===== src/rtl/dadda_pkg.sv =====
// Shared constants and elaboration-time helpers for the pipelined Dadda multiplier.
package dadda_pkg;

  localparam int LATENCY = 3;
  localparam int MAX_W   = 32;

  // Selects which quantity dadda_plan reports for a (stage, column) pair.
  typedef enum int {
    PLAN_HEIGHT,
    PLAN_FA,
    PLAN_HA
  } plan_e;

  // Dadda target heights d_j: 2,3,4,6,9,13,19,28,42 (d_1 = 2, d_j+1 = floor(1.5*d_j)).
  function automatic int dadda_height(input int j);
    int d;
    d = 2;
    for (int k = 1; k < j; k++) d = (d * 3) / 2;
    return d;
  endfunction

  // Number of reduction stages to bring a WIDTH-tall matrix down to two rows.
  function automatic int dadda_num_stages(input int w);
    int j;
    j = 0;
    while (dadda_height(j + 1) < w) j++;
    return j;
  endfunction

  // Replays the whole reduction schedule and reports the height of column c
  // entering stage s, or the number of full/half adders placed in it at stage s.
  // Stage 0 is the raw partial-product matrix; each stage targets the next
  // smaller d_j, scanning columns from the LSB so carries ripple upward.
  function automatic int dadda_plan(input int w, input int s, input int c,
                                    input plan_e what);
    int h  [2*MAX_W];
    int hn [2*MAX_W];
    int ns;
    int d;
    int cprev;
    int e;
    int fa;
    int ha;
    ns = dadda_num_stages(w);
    for (int i = 0; i < 2*MAX_W; i++) begin
      h[i]  = (i < w) ? i + 1 : ((i < 2*w) ? 2*w - 1 - i : 0);
      hn[i] = 0;
    end
    for (int st = 0; st <= ns; st++) begin
      if (st == s && what == PLAN_HEIGHT) return h[c];
      if (st < ns) begin
        d     = dadda_height(ns - st);
        cprev = 0;
        for (int i = 0; i < 2*w; i++) begin
          e  = h[i] + cprev - d;
          fa = (e > 0) ? e / 2 : 0;
          ha = (e > 0) ? e % 2 : 0;
          if (st == s && i == c) return (what == PLAN_FA) ? fa : ha;
          hn[i] = h[i] - 2*fa - ha + cprev;
          cprev = fa + ha;
        end
        for (int i = 0; i < 2*MAX_W; i++) h[i] = hn[i];
      end
    end
    return 0;
  endfunction

  function automatic int dadda_col_height(input int w, input int s, input int c);
    return (c < 0) ? 0 : dadda_plan(w, s, c, PLAN_HEIGHT);
  endfunction

  function automatic int dadda_fa_count(input int w, input int s, input int c);
    return (c < 0) ? 0 : dadda_plan(w, s, c, PLAN_FA);
  endfunction

  function automatic int dadda_ha_count(input int w, input int s, input int c);
    return (c < 0) ? 0 : dadda_plan(w, s, c, PLAN_HA);
  endfunction

endpackage


===== src/rtl/dadda_cells.sv =====
// Arithmetic cells shared by the multiplier: full adder, half adder and a
// parameterised Kogge-Stone adder.

module full_adder (
  input  logic a,
  input  logic b,
  input  logic ci,
  output logic sum,
  output logic co
);
  assign sum = a ^ b ^ ci;
  assign co  = (a & b) | (ci & (a ^ b));
endmodule

module half_adder (
  input  logic a,
  input  logic b,
  output logic sum,
  output logic co
);
  assign sum = a ^ b;
  assign co  = a & b;
endmodule

module kogge_stone_adder #(
  parameter int WIDTH = 32
) (
  input  logic [WIDTH-1:0] a,
  input  logic [WIDTH-1:0] b,
  output logic [WIDTH-1:0] sum
);
  localparam int LV = $clog2(WIDTH);

  logic [WIDTH-1:0] g [LV+1];
  logic [WIDTH-1:0] p [LV+1];

  assign g[0] = a & b;
  assign p[0] = a ^ b;

  // Each level doubles the span of every group (generate, propagate) pair.
  for (genvar gl = 0; gl < LV; gl++) begin : gen_level
    for (genvar gi = 0; gi < WIDTH; gi++) begin : gen_bit
      if (gi >= (1 << gl)) begin : gen_merge
        assign g[gl+1][gi] = g[gl][gi] | (p[gl][gi] & g[gl][gi-(1<<gl)]);
        assign p[gl+1][gi] = p[gl][gi] & p[gl][gi-(1<<gl)];
      end else begin : gen_pass
        assign g[gl+1][gi] = g[gl][gi];
        assign p[gl+1][gi] = p[gl][gi];
      end
    end
  end

  // g[LV][i] is the carry out of bits 0..i, i.e. the carry into bit i+1.
  assign sum = p[0] ^ {g[LV][WIDTH-2:0], 1'b0};
endmodule


===== src/rtl/dadda_reduce.sv =====
// Combinational Dadda tree: AND partial products of two WIDTH-bit magnitudes
// reduced to two 2*WIDTH-bit rows whose sum is the product.
module dadda_reduce
  import dadda_pkg::*;
#(
  parameter int WIDTH = 16
) (
  input  logic [WIDTH-1:0]   a,
  input  logic [WIDTH-1:0]   b,
  output logic [2*WIDTH-1:0] row0,
  output logic [2*WIDTH-1:0] row1
);
  localparam int NS = dadda_num_stages(WIDTH);
  localparam int CW = 2 * WIDTH;

  // mat[s][c] holds the bits of column c entering stage s; rows above the
  // column height are tied to zero. sm/cy are adder sums and carries.
  logic [WIDTH-1:0] mat [NS+1][CW];
  logic [WIDTH-1:0] sm  [NS][CW];
  logic [WIDTH-1:0] cy  [NS][CW];

  // Partial products: column c collects a[i] & b[c-i], lowest i in row 0.
  for (genvar gc = 0; gc < CW; gc++) begin : gen_pp_col
    localparam int LO = (gc > WIDTH - 1) ? gc - WIDTH + 1 : 0;
    localparam int H0 = dadda_col_height(WIDTH, 0, gc);
    for (genvar gr = 0; gr < WIDTH; gr++) begin : gen_pp_row
      if (gr < H0) begin : gen_bit
        assign mat[0][gc][gr] = a[LO+gr] & b[gc-LO-gr];
      end else begin : gen_zero
        assign mat[0][gc][gr] = 1'b0;
      end
    end
  end

  for (genvar gs = 0; gs < NS; gs++) begin : gen_stage
    for (genvar gc = 0; gc < CW; gc++) begin : gen_col
      localparam int H    = dadda_col_height(WIDTH, gs, gc);
      localparam int FA   = dadda_fa_count(WIDTH, gs, gc);
      localparam int HA   = dadda_ha_count(WIDTH, gs, gc);
      localparam int NA   = FA + HA;
      localparam int USED = 3 * FA + 2 * HA;
      localparam int KEEP = H - USED;
      localparam int CP   = dadda_fa_count(WIDTH, gs, gc - 1) +
                            dadda_ha_count(WIDTH, gs, gc - 1);
      localparam int PC   = (gc > 0) ? gc - 1 : 0;

      // Adders consume the lowest rows of the column; carries go one column up.
      for (genvar gk = 0; gk < WIDTH; gk++) begin : gen_add
        if (gk < FA) begin : gen_fa
          full_adder u_fa (
            .a  (mat[gs][gc][3*gk]),
            .b  (mat[gs][gc][3*gk+1]),
            .ci (mat[gs][gc][3*gk+2]),
            .sum(sm[gs][gc][gk]),
            .co (cy[gs][gc][gk])
          );
        end else if (gk < NA) begin : gen_ha
          half_adder u_ha (
            .a  (mat[gs][gc][3*FA+2*(gk-FA)]),
            .b  (mat[gs][gc][3*FA+2*(gk-FA)+1]),
            .sum(sm[gs][gc][gk]),
            .co (cy[gs][gc][gk])
          );
        end else begin : gen_none
          assign sm[gs][gc][gk] = 1'b0;
          assign cy[gs][gc][gk] = 1'b0;
        end
      end

      // Next column contents: untouched bits, then local sums, then incoming carries.
      for (genvar gr = 0; gr < WIDTH; gr++) begin : gen_next
        if (gr < KEEP) begin : gen_keep
          assign mat[gs+1][gc][gr] = mat[gs][gc][USED+gr];
        end else if (gr < KEEP + NA) begin : gen_sum
          assign mat[gs+1][gc][gr] = sm[gs][gc][gr-KEEP];
        end else if (gr < KEEP + NA + CP) begin : gen_carry
          assign mat[gs+1][gc][gr] = cy[gs][PC][gr-KEEP-NA];
        end else begin : gen_zero
          assign mat[gs+1][gc][gr] = 1'b0;
        end
      end
    end
  end

  for (genvar gc = 0; gc < CW; gc++) begin : gen_out
    assign row0[gc] = mat[NS][gc][0];
    assign row1[gc] = mat[NS][gc][1];
  end
endmodule


===== src/rtl/dadda_mul_pipe.sv =====
// Three-stage streaming signed/unsigned multiplier with valid/ready on both
// sides: S1 magnitudes, S2 Dadda rows, S3 final add and sign fix-up.
module dadda_mul_pipe
  import dadda_pkg::*;
#(
  parameter int WIDTH = 16,
  parameter int TAG_W = 4
) (
  input  logic               clk,
  input  logic               rst,
  input  logic               in_valid,
  output logic               in_ready,
  input  logic [WIDTH-1:0]   a,
  input  logic [WIDTH-1:0]   b,
  input  logic               signed_mode,
  input  logic [TAG_W-1:0]   in_tag,
  output logic               out_valid,
  input  logic               out_ready,
  output logic [2*WIDTH-1:0] product,
  output logic [TAG_W-1:0]   out_tag
);
  localparam int PW = 2 * WIDTH;

  logic             en;
  logic             s1_valid, s2_valid, s3_valid;
  logic [WIDTH-1:0] abs_a, abs_b;
  logic             neg_a, neg_b;
  logic [WIDTH-1:0] s1_abs_a, s1_abs_b;
  logic             s1_sign, s2_sign;
  logic [TAG_W-1:0] s1_tag, s2_tag;
  logic [PW-1:0]    red_row0, red_row1;
  logic [PW-1:0]    s2_row0, s2_row1;
  logic [PW-1:0]    raw_sum, fixed_sum;

  // The whole pipe freezes only when a finished result cannot leave.
  assign en        = !(s3_valid && !out_ready);
  assign in_ready  = en;
  assign out_valid = s3_valid;

  // Unary minus on WIDTH bits maps -2^(W-1) to 2^(W-1), which is its magnitude.
  assign neg_a = signed_mode & a[WIDTH-1];
  assign neg_b = signed_mode & b[WIDTH-1];
  assign abs_a = neg_a ? -a : a;
  assign abs_b = neg_b ? -b : b;

  // Valid bits advance together whenever the pipe is not stalled.
  always_ff @(posedge clk or posedge rst) begin
    // NOTE: non-blocking assignments so every stage samples the pre-edge value of the one before it.
    if (rst) begin
      s1_valid <= 1'b0;
      s2_valid <= 1'b0;
      s3_valid <= 1'b0;
    end else if (en) begin
      s1_valid <= in_valid;
      s2_valid <= s1_valid;
      s3_valid <= s2_valid;
    end
  end

  // S1: register operand magnitudes, result sign and tag.
  always_ff @(posedge clk or posedge rst) begin
    // NOTE: datapath registers are reset too, so outputs are never X after reset.
    if (rst) begin
      s1_abs_a <= '0;
      s1_abs_b <= '0;
      s1_sign  <= 1'b0;
      s1_tag   <= '0;
    end else if (en && in_valid) begin
      s1_abs_a <= abs_a;
      s1_abs_b <= abs_b;
      s1_sign  <= neg_a ^ neg_b;
      s1_tag   <= in_tag;
    end
  end

  dadda_reduce #(.WIDTH(WIDTH)) u_reduce (
    .a   (s1_abs_a),
    .b   (s1_abs_b),
    .row0(red_row0),
    .row1(red_row1)
  );

  // S2: register the two reduced rows alongside sign and tag.
  always_ff @(posedge clk or posedge rst) begin
    if (rst) begin
      s2_row0 <= '0;
      s2_row1 <= '0;
      s2_sign <= 1'b0;
      s2_tag  <= '0;
    end else if (en && s1_valid) begin
      s2_row0 <= red_row0;
      s2_row1 <= red_row1;
      s2_sign <= s1_sign;
      s2_tag  <= s1_tag;
    end
  end

  kogge_stone_adder #(.WIDTH(PW)) u_final_add (
    .a  (s2_row0),
    .b  (s2_row1),
    .sum(raw_sum)
  );

  assign fixed_sum = (raw_sum ^ {PW{s2_sign}}) + PW'(s2_sign);

  // S3: register the signed product; it holds while no new result arrives.
  always_ff @(posedge clk or posedge rst) begin
    if (rst) begin
      product <= '0;
      out_tag <= '0;
    end else if (en && s2_valid) begin
      product <= fixed_sum;
      out_tag <= s2_tag;
    end
  end
endmodule


===== config.mk =====
export PLATFORM = sky130hd
export DESIGN_NAME = dadda_mul_pipe
export DESIGN_NICKNAME = d
export VERILOG_FILES = /design/src/rtl/dadda_pkg.sv /design/src/rtl/dadda_cells.sv /design/src/rtl/dadda_reduce.sv /design/src/rtl/dadda_mul_pipe.sv
export SDC_FILE = /design/constraint.sdc
export NUM_CORES = 1
export LEC_CHECK = 0
export CAP_MARGIN = 5
export CORE_MARGIN = 8
export CORE_UTILIZATION = 30
export DETAILED_ROUTE_END_ITERATION = 8
export MAX_ROUTING_LAYER = met4
export PLACE_DENSITY = 0.57
export SYNTH_ARGS = -nofsm -noshare
export SYNTH_HDL_FRONTEND = slang
export SYNTH_SLANG_ARGS = --single-unit

===== constraint.sdc =====
create_clock -name clk -period 12.1 [get_ports clk]
set_clock_uncertainty 0.05 [all_clocks]
set_input_delay 2.42 -clock clk [delete_from_list [all_inputs] [get_ports clk]]
set_output_delay 2.42 -clock clk [all_outputs]
set_load 0.005 [all_outputs]

* Yosys cells after proc, flatten, opt, wreduce, memory -nomap -nowiden
Cells that the tools add are included.
** Word-level totals
- Word-level logic and storage cells :: 1634
- Register bits :: 142
- Memories kept :: 0
- RAM bits :: 0
- Bits in latches :: 0
- Output and inout bits :: 38
- Bits in read-only memories :: 0
- Input bits :: 41
** Operators by class
- Bitwise logic cells :: 1610
- Magnitude comparators :: 0
- Multiplexer cells :: 2
- Divide/modulo/power cells :: 0
- Add/sub/neg operators :: 3
- Equality and inequality tests :: 0
- $mul :: 0
- Reduce and logical (&&, ||, !) cells :: 6
- Shifts and indexed selects :: 0
** Operators by type and width (number)
- AND 1 bit :: 881
- XOR 1 bit :: 406
- bitwise OR 1 bit :: 319
- XOR 32 bit :: 2
- adder 32 x 1 -> 32 bit :: 1
- two-way mux 16 bit :: 2
- negator 16 bit :: 2
- AND 31 bit :: 1
- XOR 31 bit :: 1
- logical AND 1 bit :: 4
- zero test 1 bit :: 2

* Logic depth before layout (Yosys ltp)
- Word-level depth :: 16
- Mapped depth :: 13
- Mapped depth without buffers :: 12

* Hierarchy
A second synthesis with hierarchy kept.
** Second synthesis, totals
- Cell total of the unflattened synthesis :: 1557
- Area, all modules :: 15869.0 sq um
** By module, submodules not included
- dadda_mul_pipe :: area an instance 7394.6 sq um, times used 1, cells an instance 713, seq. area each 3628.5 sq um
- full_adder :: area an instance 20.0 sq um, times used 195, cells an instance 1, seq. area each 0.0 sq um
- dadda_reduce :: area an instance 2393.5 sq um, times used 1, cells an instance 353, seq. area each 0.0 sq um
- kogge_stone_adder :: area an instance 1989.4 sq um, times used 1, cells an instance 281, seq. area each 0.0 sq um
- half_adder :: area an instance 12.5 sq um, times used 15, cells an instance 1, seq. area each 0.0 sq um

* Worst setup path before layout
No wires, ideal clock.
- Kind :: input to output
- From :: input port out_ready
- To :: output port in_ready
- Required time :: 9.630 ns
- Arrival time :: 2.718 ns
- Slack :: 6.912 ns
- Stages :: 2
- Buffers on the path :: 1
- Path through :: nand2b_1 clkbuf_1
** On the way
- Longest elaborated chain between the ends :: 3
** RTL lines
- start: declaration :: line dadda_mul_pipe.sv:18 : input logic out_ready,
- zero test 1 bit :: line dadda_mul_pipe.sv:36 : assign en = !(s3_valid && !out_ready);
- logical AND 1 bit :: line dadda_mul_pipe.sv:36
- zero test 1 bit :: line dadda_mul_pipe.sv:36
- end: declaration :: line dadda_mul_pipe.sv:12 : output logic in_ready,
Every way passes these cells.

* Worst setup path in the final report
Ends and elaborated chain as after synthesis.

==> results.json <==
{
  "status": "complete, no violations",
  "cts_hold_buf": 0,
  "clockBufferDepth": 2,
  "mappedNetlistArea_um2": 15100,
  "max_cap_violations": 0,
  "nNetsFinal": 1944,
  "root_buffer": "clkbuf_16",
  "drive_gt1_share_pct": 6.70,
  "place_ws_ps": 5590,
  "rsz0062_at_grt": "false",
  "p_seq_share_pct": 17.5,
  "grt_max_degree": 79,
  "ioPinCount": 79,
  "grt_overflow_total": 0,
  "die_w_um": 240,
  "synth_edf_count": 0,
  "p_int_mw": 2.72,
  "htree_levels": 4,
  "worstSetupStartpointType": "input port",
  "hp-class": "flop to flop",
  "mostFrequentLayoutCells": "inv_1 (219), nand2_1 (212), and2_1 (207)",
  "maxSlewViolCount": 0,
  "route.detailed.drc": 0,
  "yosysTopAreaCell": "fa_1",
  "fp.dieH_um": 240,
  "post_cts_resize_count": 0,
  "fin_setup_tns_ps": 0,
  "stdcell_count": 2343,
  "cts_tree": "yes",
  "die-area_um2": 57800,
  "final_common_cell": "inv_1",
  "gr-usage-all-layers_pct": 14.1,
  "p_leak_nw": 7.58,
  "yosysSeqAreaShare_pct": 23.5,
  "place.gp.congestion": 0.832,
  "clock_sinks": 142,
  "netlist_instances": 1633,
  "rows": 82,
  "setup_viol_count_final": 0,
  "synthFlopType": "dfrtp_1",
  "areaGrowthSynthToFinish_pct": 13.0,
  "synth_warnings": 0,
  "p_sw_mw": 2.66,
  "postRouteAntennaNets": 0,
  "avgRoutedWirePerCell_um": 16.3,
  "whs_ps": 415,
  "period_minus_slack_ps": 6540,
  "ys_top_cells_by_area": "fa_1 (26%), dfrtp_1 (24%), and2_1 (8.6%)",
  "slew_headroom_pct": 27.7,
  "hold_viol": 0,
  "dp.cells": 2311,
  "power_frac_comb_pct": 72.3,
  "ys_seq_elements": 142,
  "cp_max_fo": 9,
  "core_um2": 50000,
  "viasPerCell": 4.73,
  "synth_top_area_share_pct": 26.0,
  "antenna_found_initial": 0,
  "clk_latency_ps": 450,
  "port_buffers": 78,
  "wirelength_um": 38200,
  "antennaDiodeCount": 0,
  "cts_made_buffers": 17,
  "dr.pass1.iters": 5,
  "cp.required_ps": 9630,
  "max_freq_ghz": 0.153,
  "avgSynthCellArea_um2": 9.25,
  "vdd_drop_max_uv": 215,
  "fin_ws_ps": 5560,
  "nFillCells": 5184,
  "grt_pass1_vias": 11761,
  "grt_pass1_wl_um": 63000,
  "path_class": "input port to primary output",
  "initial_utilization_pct": 30.2,
  "power.density_nw_per_um2": 315,
  "synth_fp_nets": 1919,
  "post-route-period-util_pct": 54.0,
  "crit_arrival_ps": 4070,
  "dr.first_iter.drc_count": 580,
  "clkSlewWorstSetupHoldPaths_ps": 70,
  "async_flop_share_pct": 100,
  "dp.final_hpwl_um": 28500,
  "synth_cell_types": 70,
  "netSwitchingFraction_pct": 49.4,
  "num_vias": 11076,
  "clkPwrFrac_pct": 10.1,
  "postCtsSetupRepairBufs": 0,
  "tightest_slew_ps": 1080,
  "endpoint_kind": "primary output"
}
[sequential cells by signal, summed over array words and instances (netlist names)]
name,count
product,32
s1_abs_a,16
s2_tag,4
s1_abs_b,16
s1_valid,1
s2_sign,1
s2_valid,1
s1_tag,4
s2_row0,31
s2_row1,30
s1_sign,1
out_tag,4
out_valid,1
[power groups by stage]
stage / combinational (mW) / clock, mW / sequential, mW
floorplan: 2.84 / 0 / 0.783
CTS: 3.93 / 0.561 / 0.943
finish: 3.89 / 0.545 / 0.944
global route: 4.46 / 0.581 / 0.974
global placement: 3.81 / 0 / 0.944
detailed placement: 3.91 / 0 / 0.952
[cell families (layout without fill, tap and decap cells)]
logic type,count (synthesis),in the layout,share of synthesized area [%]
buffers and inverters,296,334,7.47
XOR/XNOR,91,91,5.37
flip-flops,142,142,23.5
multiplexers,60,60,4.47
AND/OR/NAND/NOR,567,567,19.3
adder cells (fa/ha/maj),245,245,30.0
AO/OA/AOI/OAI,232,232,9.79
[area by class of cell]
cell class	count	area, um2	share of cell area, %
Multi-Input combinational cell	1195	10400	61.1
Sequential cell	142	3550	20.8
Tap cell	672	841	4.93
Inverter	220	831	4.87
Timing Repair Buffer	82	811	4.75
Clock buffer	17	425	2.49
Clock inverter	15	180	1.06
[synthesized netlist by cell type (3+ instances only)]
library cell and number:
and4_1 7, a211o_1 3, o21ai_1 9, mux2_2 55, nand3b_1 3, nand2_1 215
or4_1 4, a31oi_1 8, o211ai_1 4, o41ai_1 3, and2_1 207, nand2b_1 6
clkbuf_1 60, nor3_1 16, o31a_1 3, dfrtp_1 142, and3_1 6, a21o_1 9
nand4_1 12, xor2_1 32, or3_1 5, a2bb2oi_1 3, a211oi_1 8, fa_1 196
nand3_1 16, mux2i_1 4, o21ai_0 76, nor2_1 47, o22ai_1 3, nor2b_1 5
o31ai_1 11, nor4_1 6, xnor2_1 58, buf_1 7, buf_2 8, o21a_1 12
a21oi_1 48, a221oi_1 4, inv_1 220, ha_1 49
[through the flow]
stage	utilization, %	power [mW]	instance area, um2
final	34.2	5.38	17100
after CTS	34.2	5.43	17100
after global placement	32.9	4.75	16500
after global routing	34.2	6.02	17100
after floorplan	-	3.62	15100
after detailed placement	32.9	4.87	16500
[per-layer routing]
metal / up-vias / track usage (%) / wire, um
met4: 0 / 3.86 / 580
li1: 5290 / - / -
met1: 5447 / 19.4 / 18700
met3: 44 / 2.81 / 2320
met2: 295 / 20.9 / 16500
met5: - / - / 0
[worst max-delay path: stages]
cell	delay, ps
clkdlybuf4s50_1	450
nand2b_1	550
clkdlybuf4s50_1	640
[worst paths after layout]
path                                                 to  cells past startpoint  slack [ps]                     from
worst max-delay path                           in_ready                      3        5560                out_ready
worst min-delay path            product[25]$_DFFE_PP0P_                      2         420  product[25]$_DFFE_PP0P_
worst max register to register  s2_row0[18]$_DFFE_PP0P_                      9        7520  s1_abs_a[3]$_DFFE_PP0P_
worst min register to register  product[25]$_DFFE_PP0P_                      2         420  product[25]$_DFFE_PP0P_
max in group asynchronous           s2_sign$_DFFE_PP0P_                      3        8120                      rst
min in group asynchronous        product[0]$_DFFE_PP0P_                      2        2390                      rst
Power figures use the tool's default switching activity.
